`src/rtl/lsu_pkg.sv`:
```
// Shared definitions for the load/store unit: RISC-V width codes, byte-lane
// masks, the controller state type and small decode helpers.
package lsu_pkg;

  localparam logic [2:0] F3_B  = 3'b000;
  localparam logic [2:0] F3_H  = 3'b001;
  localparam logic [2:0] F3_W  = 3'b010;
  localparam logic [2:0] F3_BU = 3'b100;
  localparam logic [2:0] F3_HU = 3'b101;

  localparam logic [3:0] MASK_B = 4'b0001;
  localparam logic [3:0] MASK_H = 4'b0011;
  localparam logic [3:0] MASK_W = 4'b1111;

  typedef enum logic [2:0] {
    IDLE  = 3'd0,
    REQ1  = 3'd1,
    WAIT1 = 3'd2,
    REQ2  = 3'd3,
    WAIT2 = 3'd4,
    RESP  = 3'd5
  } lsu_state_e;

  function automatic logic [3:0] size_mask(input logic [2:0] funct3);
    case (funct3)
      F3_B, F3_BU: size_mask = MASK_B;
      F3_H, F3_HU: size_mask = MASK_H;
      default:     size_mask = MASK_W;
    endcase
  endfunction

  // Byte accesses can never straddle a word; halves only straddle from offset 3.
  function automatic logic is_misaligned(input logic [2:0] funct3, input logic [1:0] offset);
    is_misaligned = ((funct3 == F3_H || funct3 == F3_HU) && offset == 2'b11) ||
                    (funct3 == F3_W && offset != 2'b00);
  endfunction

endpackage

```
`src/rtl/lsu_load_align.sv`:
```
// Load data alignment: picks the addressed bytes out of a two-word window
// and sign- or zero-extends them according to the width code.
module lsu_load_align
  import lsu_pkg::*;
(
  input  logic [2:0]  funct3,
  input  logic [1:0]  offset,
  input  logic [63:0] data,
  output logic [31:0] result
);

  logic [31:0] shifted;

  assign shifted = 32'(data >> {offset, 3'b000});

  always_comb begin
    case (funct3)
      F3_B:    result = {{24{shifted[7]}}, shifted[7:0]};
      F3_H:    result = {{16{shifted[15]}}, shifted[15:0]};
      F3_W:    result = shifted;
      F3_BU:   result = {24'h0, shifted[7:0]};
      F3_HU:   result = {16'h0, shifted[15:0]};
      default: result = 32'h0;
    endcase
  end

endmodule

```
`src/rtl/load_store_unit.sv`:
```
// Single-outstanding load/store unit: turns byte-addressed core accesses into
// one or two word-aligned memory transactions and returns extended load data.
module load_store_unit
  import lsu_pkg::*;
#(
  parameter bit MISALIGN_EN = 1'b1
) (
  input  logic        clk,
  input  logic        rst_n,
  input  logic        req_valid,
  output logic        req_ready,
  input  logic        req_we,
  input  logic [2:0]  req_funct3,
  input  logic [31:0] req_addr,
  input  logic [31:0] req_wdata,
  output logic        resp_valid,
  output logic [31:0] resp_rdata,
  output logic        resp_err,
  output logic        mem_valid,
  input  logic        mem_ready,
  output logic        mem_we,
  output logic [31:0] mem_addr,
  output logic [3:0]  mem_byteen,
  output logic [31:0] mem_wdata,
  input  logic        mem_rvalid,
  input  logic [31:0] mem_rdata,
  output lsu_state_e  dbg_state
);

  // Handshakes: a request transfers on a rising edge where req_valid && req_ready;
  // a memory transaction transfers where mem_valid && mem_ready, with mem_* held
  // stable until then; mem_rvalid is only honoured in WAIT1/WAIT2.

  lsu_state_e  state, next_state;
  logic        lat_we, lat_err;
  logic [2:0]  lat_f3;
  logic [31:0] lat_addr, lat_wdata;
  logic [31:0] rdata_lo, rdata_hi;

  logic        req_legal, req_err, lat_split;
  logic [7:0]  mask_sh;
  logic [63:0] data_sh;
  logic [31:0] word_addr, load_result;

  always_comb begin
    case (req_funct3)
      F3_B, F3_H, F3_W: req_legal = 1'b1;
      F3_BU, F3_HU:     req_legal = !req_we;
      default:          req_legal = 1'b0;
    endcase
    req_err = !req_legal || (is_misaligned(req_funct3, req_addr[1:0]) && !MISALIGN_EN);
  end

  assign lat_split = MISALIGN_EN && is_misaligned(lat_f3, lat_addr[1:0]);
  assign mask_sh   = {4'b0000, size_mask(lat_f3)} << lat_addr[1:0];
  assign data_sh   = {32'h0, lat_wdata} << {lat_addr[1:0], 3'b000};
  assign word_addr = {lat_addr[31:2], 2'b00};
  assign dbg_state = state;

  lsu_load_align u_align (
    .funct3 (lat_f3),
    .offset (lat_addr[1:0]),
    .data   ({rdata_hi, rdata_lo}),
    .result (load_result)
  );

  always_ff @(posedge clk or negedge rst_n) begin
    if (!rst_n) begin
      state <= IDLE;
    end else begin
      state <= next_state;
    end
  end

  always_comb begin
    next_state = state;
    req_ready  = 1'b0;
    mem_valid  = 1'b0;
    mem_we     = 1'b0;
    mem_addr   = 32'h0;
    mem_byteen = 4'b0000;
    mem_wdata  = 32'h0;
    resp_valid = 1'b0;
    resp_err   = 1'b0;
    resp_rdata = 32'h0;
    case (state)
      IDLE: begin
        req_ready = 1'b1;
        if (req_valid) next_state = req_err ? RESP : REQ1;
      end
      REQ1: begin
        mem_valid  = 1'b1;
        mem_we     = lat_we;
        mem_addr   = word_addr;
        mem_byteen = mask_sh[3:0];
        mem_wdata  = data_sh[31:0];
        if (mem_ready) next_state = WAIT1;
      end
      WAIT1: begin
        if (mem_rvalid) next_state = lat_split ? REQ2 : RESP;
      end
      REQ2: begin
        // Second half: the lanes that spilled past the first word boundary.
        mem_valid  = 1'b1;
        mem_we     = lat_we;
        mem_addr   = word_addr + 32'd4;
        mem_byteen = mask_sh[7:4];
        mem_wdata  = data_sh[63:32];
        if (mem_ready) next_state = WAIT2;
      end
      WAIT2: begin
        if (mem_rvalid) next_state = RESP;
      end
      RESP: begin
        resp_valid = 1'b1;
        resp_err   = lat_err;
        resp_rdata = (lat_err || lat_we) ? 32'h0 : load_result;
        next_state = IDLE;
      end
      default: next_state = IDLE;
    endcase
  end

  always_ff @(posedge clk or negedge rst_n) begin
    if (!rst_n) begin
      lat_we    <= 1'b0;
      lat_err   <= 1'b0;
      lat_f3    <= 3'b000;
      lat_addr  <= 32'h0;
      lat_wdata <= 32'h0;
      rdata_lo  <= 32'h0;
      rdata_hi  <= 32'h0;
    end else begin
      if (req_valid && req_ready) begin
        lat_we    <= req_we;
        lat_err   <= req_err;
        lat_f3    <= req_funct3;
        lat_addr  <= req_addr;
        lat_wdata <= req_wdata;
        rdata_hi  <= 32'h0;
      end
      if (state == WAIT1 && mem_rvalid) rdata_lo <= mem_rdata;
      if (state == WAIT2 && mem_rvalid) rdata_hi <= mem_rdata;
    end
  end

endmodule

```
`config.mk`:
```
export PLATFORM = sky130hd
export DESIGN_NAME = load_store_unit
export DESIGN_NICKNAME = d
export VERILOG_FILES = /design/src/rtl/lsu_pkg.sv /design/src/rtl/lsu_load_align.sv /design/src/rtl/load_store_unit.sv
export SDC_FILE = /design/constraint.sdc
export NUM_CORES = 1
export LEC_CHECK = 0
export CORE_MARGIN = 2
export CORE_UTILIZATION = 27
export CTS_BUF_LIST = sky130_fd_sc_hd__clkbuf_16
export CTS_CLUSTER_DIAMETER = 200
export DETAILED_ROUTE_END_ITERATION = 10
export PLACE_DENSITY = 0.53
export SETUP_SLACK_MARGIN = 0.5
export SLEW_MARGIN = 20
export SYNTH_ARGS = -nofsm -noshare
export SYNTH_HDL_FRONTEND = slang
export SYNTH_HIERARCHICAL = 1
export SYNTH_SLANG_ARGS = --single-unit
```
`constraint.sdc`:
```
create_clock -name clk -period 2.7 [get_ports clk]
set_input_delay 0.81 -clock clk [delete_from_list [all_inputs] [get_ports clk]]
set_output_delay 0.81 -clock clk [all_outputs]
set_load 0.01 [all_outputs]
```
# Yosys cells after proc, flatten, opt, wreduce, memory -nomap -nowiden
# Index checks and enable logic that the tools add are counted.
[totals] in_bits=105 mem_bits_rw=0 elab_cells=75 regBits=136 latch_bits=0 output_inout_bits=108 mem_bits_ro=0 memories=0
[classes] multipliers=0 n_eq_ne=19 shift=3 reduce_logical=21 div_mod_pow=0 mux=23 bitwise_logic=0 n_lt_le_gt_ge=0 n_addsub=1
[op_table] op="$pmux 32 s5" count=1
[op_table] op="$mux 32" count=4
[op_table] op="$pmux 32 s2" count=2
[op_table] op="$shl 32x5->64" count=1
[op_table] op="$shr 64x5->32" count=1
[op_table] op="$add 32x3->32 const B" count=1
[op_table] op="$mux 3" count=7
[op_table] op="$eq 3x3->1 const B" count=6
[op_table] op="$pmux 4 s2" count=2
[op_table] op="$pmux 3 s5" count=1
[op_table] op="$eq 3x2->1 const B" count=4
[op_table] op="$ne 2x2->1 const B" count=5
[op_table] op="$eq 3x1->1 const B" count=3
[op_table] op="$logic_not 3->1" count=3
[op_table] op="$reduce_or 2->1" count=4
[op_table] op="$shl 4x2->8" count=1
[op_table] op="$logic_and 1x1->1" count=5
[op_table] op="$mux 1" count=5
[op_table] op="$reduce_and 5->1" count=1
[op_table] op="$reduce_bool 2->1" count=2
[op_table] op="$logic_or 1x1->1" count=3
[op_table] op="$reduce_or 3->1" count=1
[op_table] op="$eq 2x2->1 const B" count=1
[op_table] op="$logic_not 1->1" count=2
[op_table] op="$pmux 1 s2" count=1

# Logic depth before layout (Yosys ltp)
[depth] ltp_word=7 mapped_depth=8

# Cells and area by module
# Netlist, hierarchy kept.
[modules_own_cells] mod="load_store_unit" area_per_inst_um2=7094.3 cells_per_inst=813 n_inst=1
[modules_own_cells] mod="lsu_load_align" area_per_inst_um2=1219.9 cells_per_inst=115 n_inst=1

# Worst setup path after synthesis
# Ideal clock, no wire load.
[synth_path] path_type="reg2out" from="register lat_addr[4]" to="output port mem_addr[20]" slack_ps=-153 stages_incl_launch_ff=8 arrival_time_ps=2043 cell_sequence="dfrtp_1 buf_2 nand4_4 or4_4 buf_6 buf_6 or4_1 a21oi_1"
[synth_between] elab_chain_len=2
[synth_lines] element="start, declared" line_no="load_store_unit.sv:37" rtl="logic [31:0] lat_addr, lat_wdata;"
[synth_lines] element="start signal, assigned" line_no="load_store_unit.sv:138" rtl="lat_addr <= req_addr;"
[synth_lines] element="$add 32x3->32" line_no="load_store_unit.sv:106" rtl="mem_addr = word_addr + 32'd4;"
[synth_lines] element="$pmux 32 s2" line_no="load_store_unit.sv:86" rtl="case (state)"
[synth_lines] element="end, declared" line_no="load_store_unit.sv:22" rtl="output logic [31:0] mem_addr,"
# No other way between the ends.

# Worst setup path in the final report
[layout_path] from="register lat_addr[14]" to="output port mem_addr[26]"
# The elaborated chain is that of the path after synthesis.

==> summary.txt <==
Timing
  • Crit share post-route: 121%
  • Crit path time final: 3.27 ns
  • Clock skew: roughly 0.011 ns
  • Worst-margin pin slew: 0.819 ns
  • Worst Slack Setup Final: -0.574 ns
  • Fin. max-slew vios: 0
  • Hold_ws: 0.326 ns
  • Total negative slack: -30.91 ns
  • Slew headroom: ~44%
  • Unrepaired setup endpoints after global routing: yes
  • FMAX: 0.305 GHz
  • Final hold violation count: 0
  • Endpoints failing setup: 93

CTS
  • CTS tree: done
  • H-tree depth: 4
  • Worst-Skew Late Latency: roughly 0.42 ns
  • Clock root cell: clkbuf_16
  • Cts hold-fix bufs: 0
  • CTS max path bufs: 2
  • TritonCTS buffer count: 17
  • Register clock-pin slew on the reported worst setup and hold paths: 0.06 ns
  • # clock sinks: around 130

Die
  • Die Y: 176 um
  • Die W: about 180 um
  • Rows: 63
  • Core Area: 29400 sq um
  • Die area: 31100 sq um
  • # IOs: 213
  • Initial Utilization: a little over a quarter

Power and ir drop
  • PD cells: 1170 nW/um^2
  • VDD IR max: 0.508 mV
  • Leak: 6.41 nW

Layout
  • Final Cell Area: approximately 15000 sq um
  • Nets: 1405
  • Commonest cells after routing, fill and taps aside: 257 x nand2_1, 136 x buf_6, 126 x dfrtp_1
  • Area Growth Syn to Fin: 84.3%
  • Ratio of cells with drive above 1 in the final layout: 49.8%
  • Most common cell after layout, fill and taps aside: nand2_1

Synthesis
  • Synth warnings: 6
  • Syn Area/Cell: 8.94 sq um
  • Mapped Area: 8010 sq um
  • Cell count after synthesis: 896

Min path
  • Hold WC Path Type: in -> async

Route
  • Routed Antenna Nets: 0
  • Via-to-Cell Ratio: 4.92
  • Wire per inst: 18.3 um
  • Drt initial violations: around 480
  • Final WL: 31200 um
  • Residual DRC: 0
  • Vias: around 8400
  • Drt first pass iters: 5

GRT
  • Global-route wire length before repair: 47200 um
  • Gr ovfl total: 0
  • Vias in the first global route: 8421
  • Overall Global Routing Usage: between 10% and 20%
  • Pin count of the biggest net entering global routing: around 50
  • Initial antenna violation count: 4

Setup path
  • Worst setup EP type: output port
  • Crit path buf inv count: 4
  • Crit path kind: reg -> out
  • Critical Path Start Type: flip-flop
  • Crit path max fanout: 4
  • Peak per-stage delay on the critical path: 0.58 ns
  • Worst path slowest cell: or4_4
  • Worst EP arrival: 2.46 ns
  • Crit path cell chain: nand4_1, buf_4, or4_4, buf_6, buf_4, o31ai_4, a21oi_2, buf_2
  • Most used cell, CP: buf_4
  • Worst path required time: between 1.5 and 2 ns
  • Crit path max-delay family: simple AND/OR/NAND/NOR gates

Placed design
  • RePlAce Congestion: 0.819
  • Placed wire-length estimate: 20700 um
  • Pre-CTS WS: -0.498 ns
  • I/O Buffers: between 200 and 250
  • Placed inst area: approximately 12000 sq um

Run
  • Max Cap Violations: 0

Status
  • Status: finished, violations left
  • Failing checks: setup timing
## final timing paths
| path | startpoint | end | slack [ns] | cells after the start |
|---|---|---|---|---|
| worst max-delay path | lat_addr[14]$_DFFE_PN0P_ | mem_addr[26] | -0.57 | 8 |
| worst min-delay path | rst_n | lat_addr[31]$_DFFE_PN0P_ | 0.33 | 1 |
| worst max register to register | lat_addr[0]$_DFFE_PN0P_ | dbg_state[1]$_DFFE_PN0P_ | 0.76 | 8 |
| worst min register to register | rdata_lo[4]$_DFFE_PN0P_ | rdata_lo[4]$_DFFE_PN0P_ | 0.50 | 1 |
| max in group asynchronous | rst_n | rdata_lo[22]$_DFFE_PN0P_ | 1.72 | 2 |
| min in group clk | rdata_lo[4]$_DFFE_PN0P_ | rdata_lo[4]$_DFFE_PN0P_ | 0.50 | 1 |
## routing by layer
layer	GRT usage, %	vias to the layer above	wire [um]
met1	25.9	4077	13500
met3	5.68	48	2210
li1	-	3970	-
met2	31.2	285	14900
met5	0	-	11
met4	5.54	2	650
## registers in the layout, indices dropped and copies added, names as in the netlist
register / flops
lat_we: 1
lat_wdata: 32
lat_addr: 32
lat_f3: 3
dbg_state: 3
lat_err: 1
rdata_hi: 24
rdata_lo: 32
## final cells by class
type | count | area [sq um]
fillers | 2622 | 14600
flip-flops and latches | 128 | 3210
diodes | 3 | 7.51
repair buffers | 454 | 4670
multi-input cells | 682 | 5730
well taps | 390 | 488
clock buffers | 17 | 425
clock inverters | 15 | 159
inverters | 16 | 86.3
## timing repair
action                                  in CTS  in global routing
cloned                                       7                  2
setup buffers                               67                 44
gates resized for setup                    632                135
endpoints found under the setup margin     106                103
pin swaps                                   80                 71
## worst reg2reg max path, cell delays in order, from the launching register on
cell	delay [ns]
dfrtp_4	0.54
buf_6	0.15
buf_12	0.11
buf_16	0.13
buf_8	0.13
buf_6	0.12
o211ai_1	0.21
nand3_1	0.14
a32o_1	0.29
## stage by stage
stage	utilization (%)	cells	power, W
final	50.2	1705	0.0173
after global routing	50.2	1702	0.0183
after CTS	46.9	1656	0.0159
after detailed placement	40.8	1550	0.0118
after global placement	40.8	1550	0.0117
after floorplan	-	897	0.00851
## power breakdown
group / internal (W) / leakage, nW / switching [W] / total [W]
clock network: 0.00137 / 0.282 / 0.000962 / 0.00233
registers: 0.00280 / 1.60 / 0.000938 / 0.00374
logic: 0.00615 / 4.52 / 0.00505 / 0.0112
(Power assumes the default switching activity.)
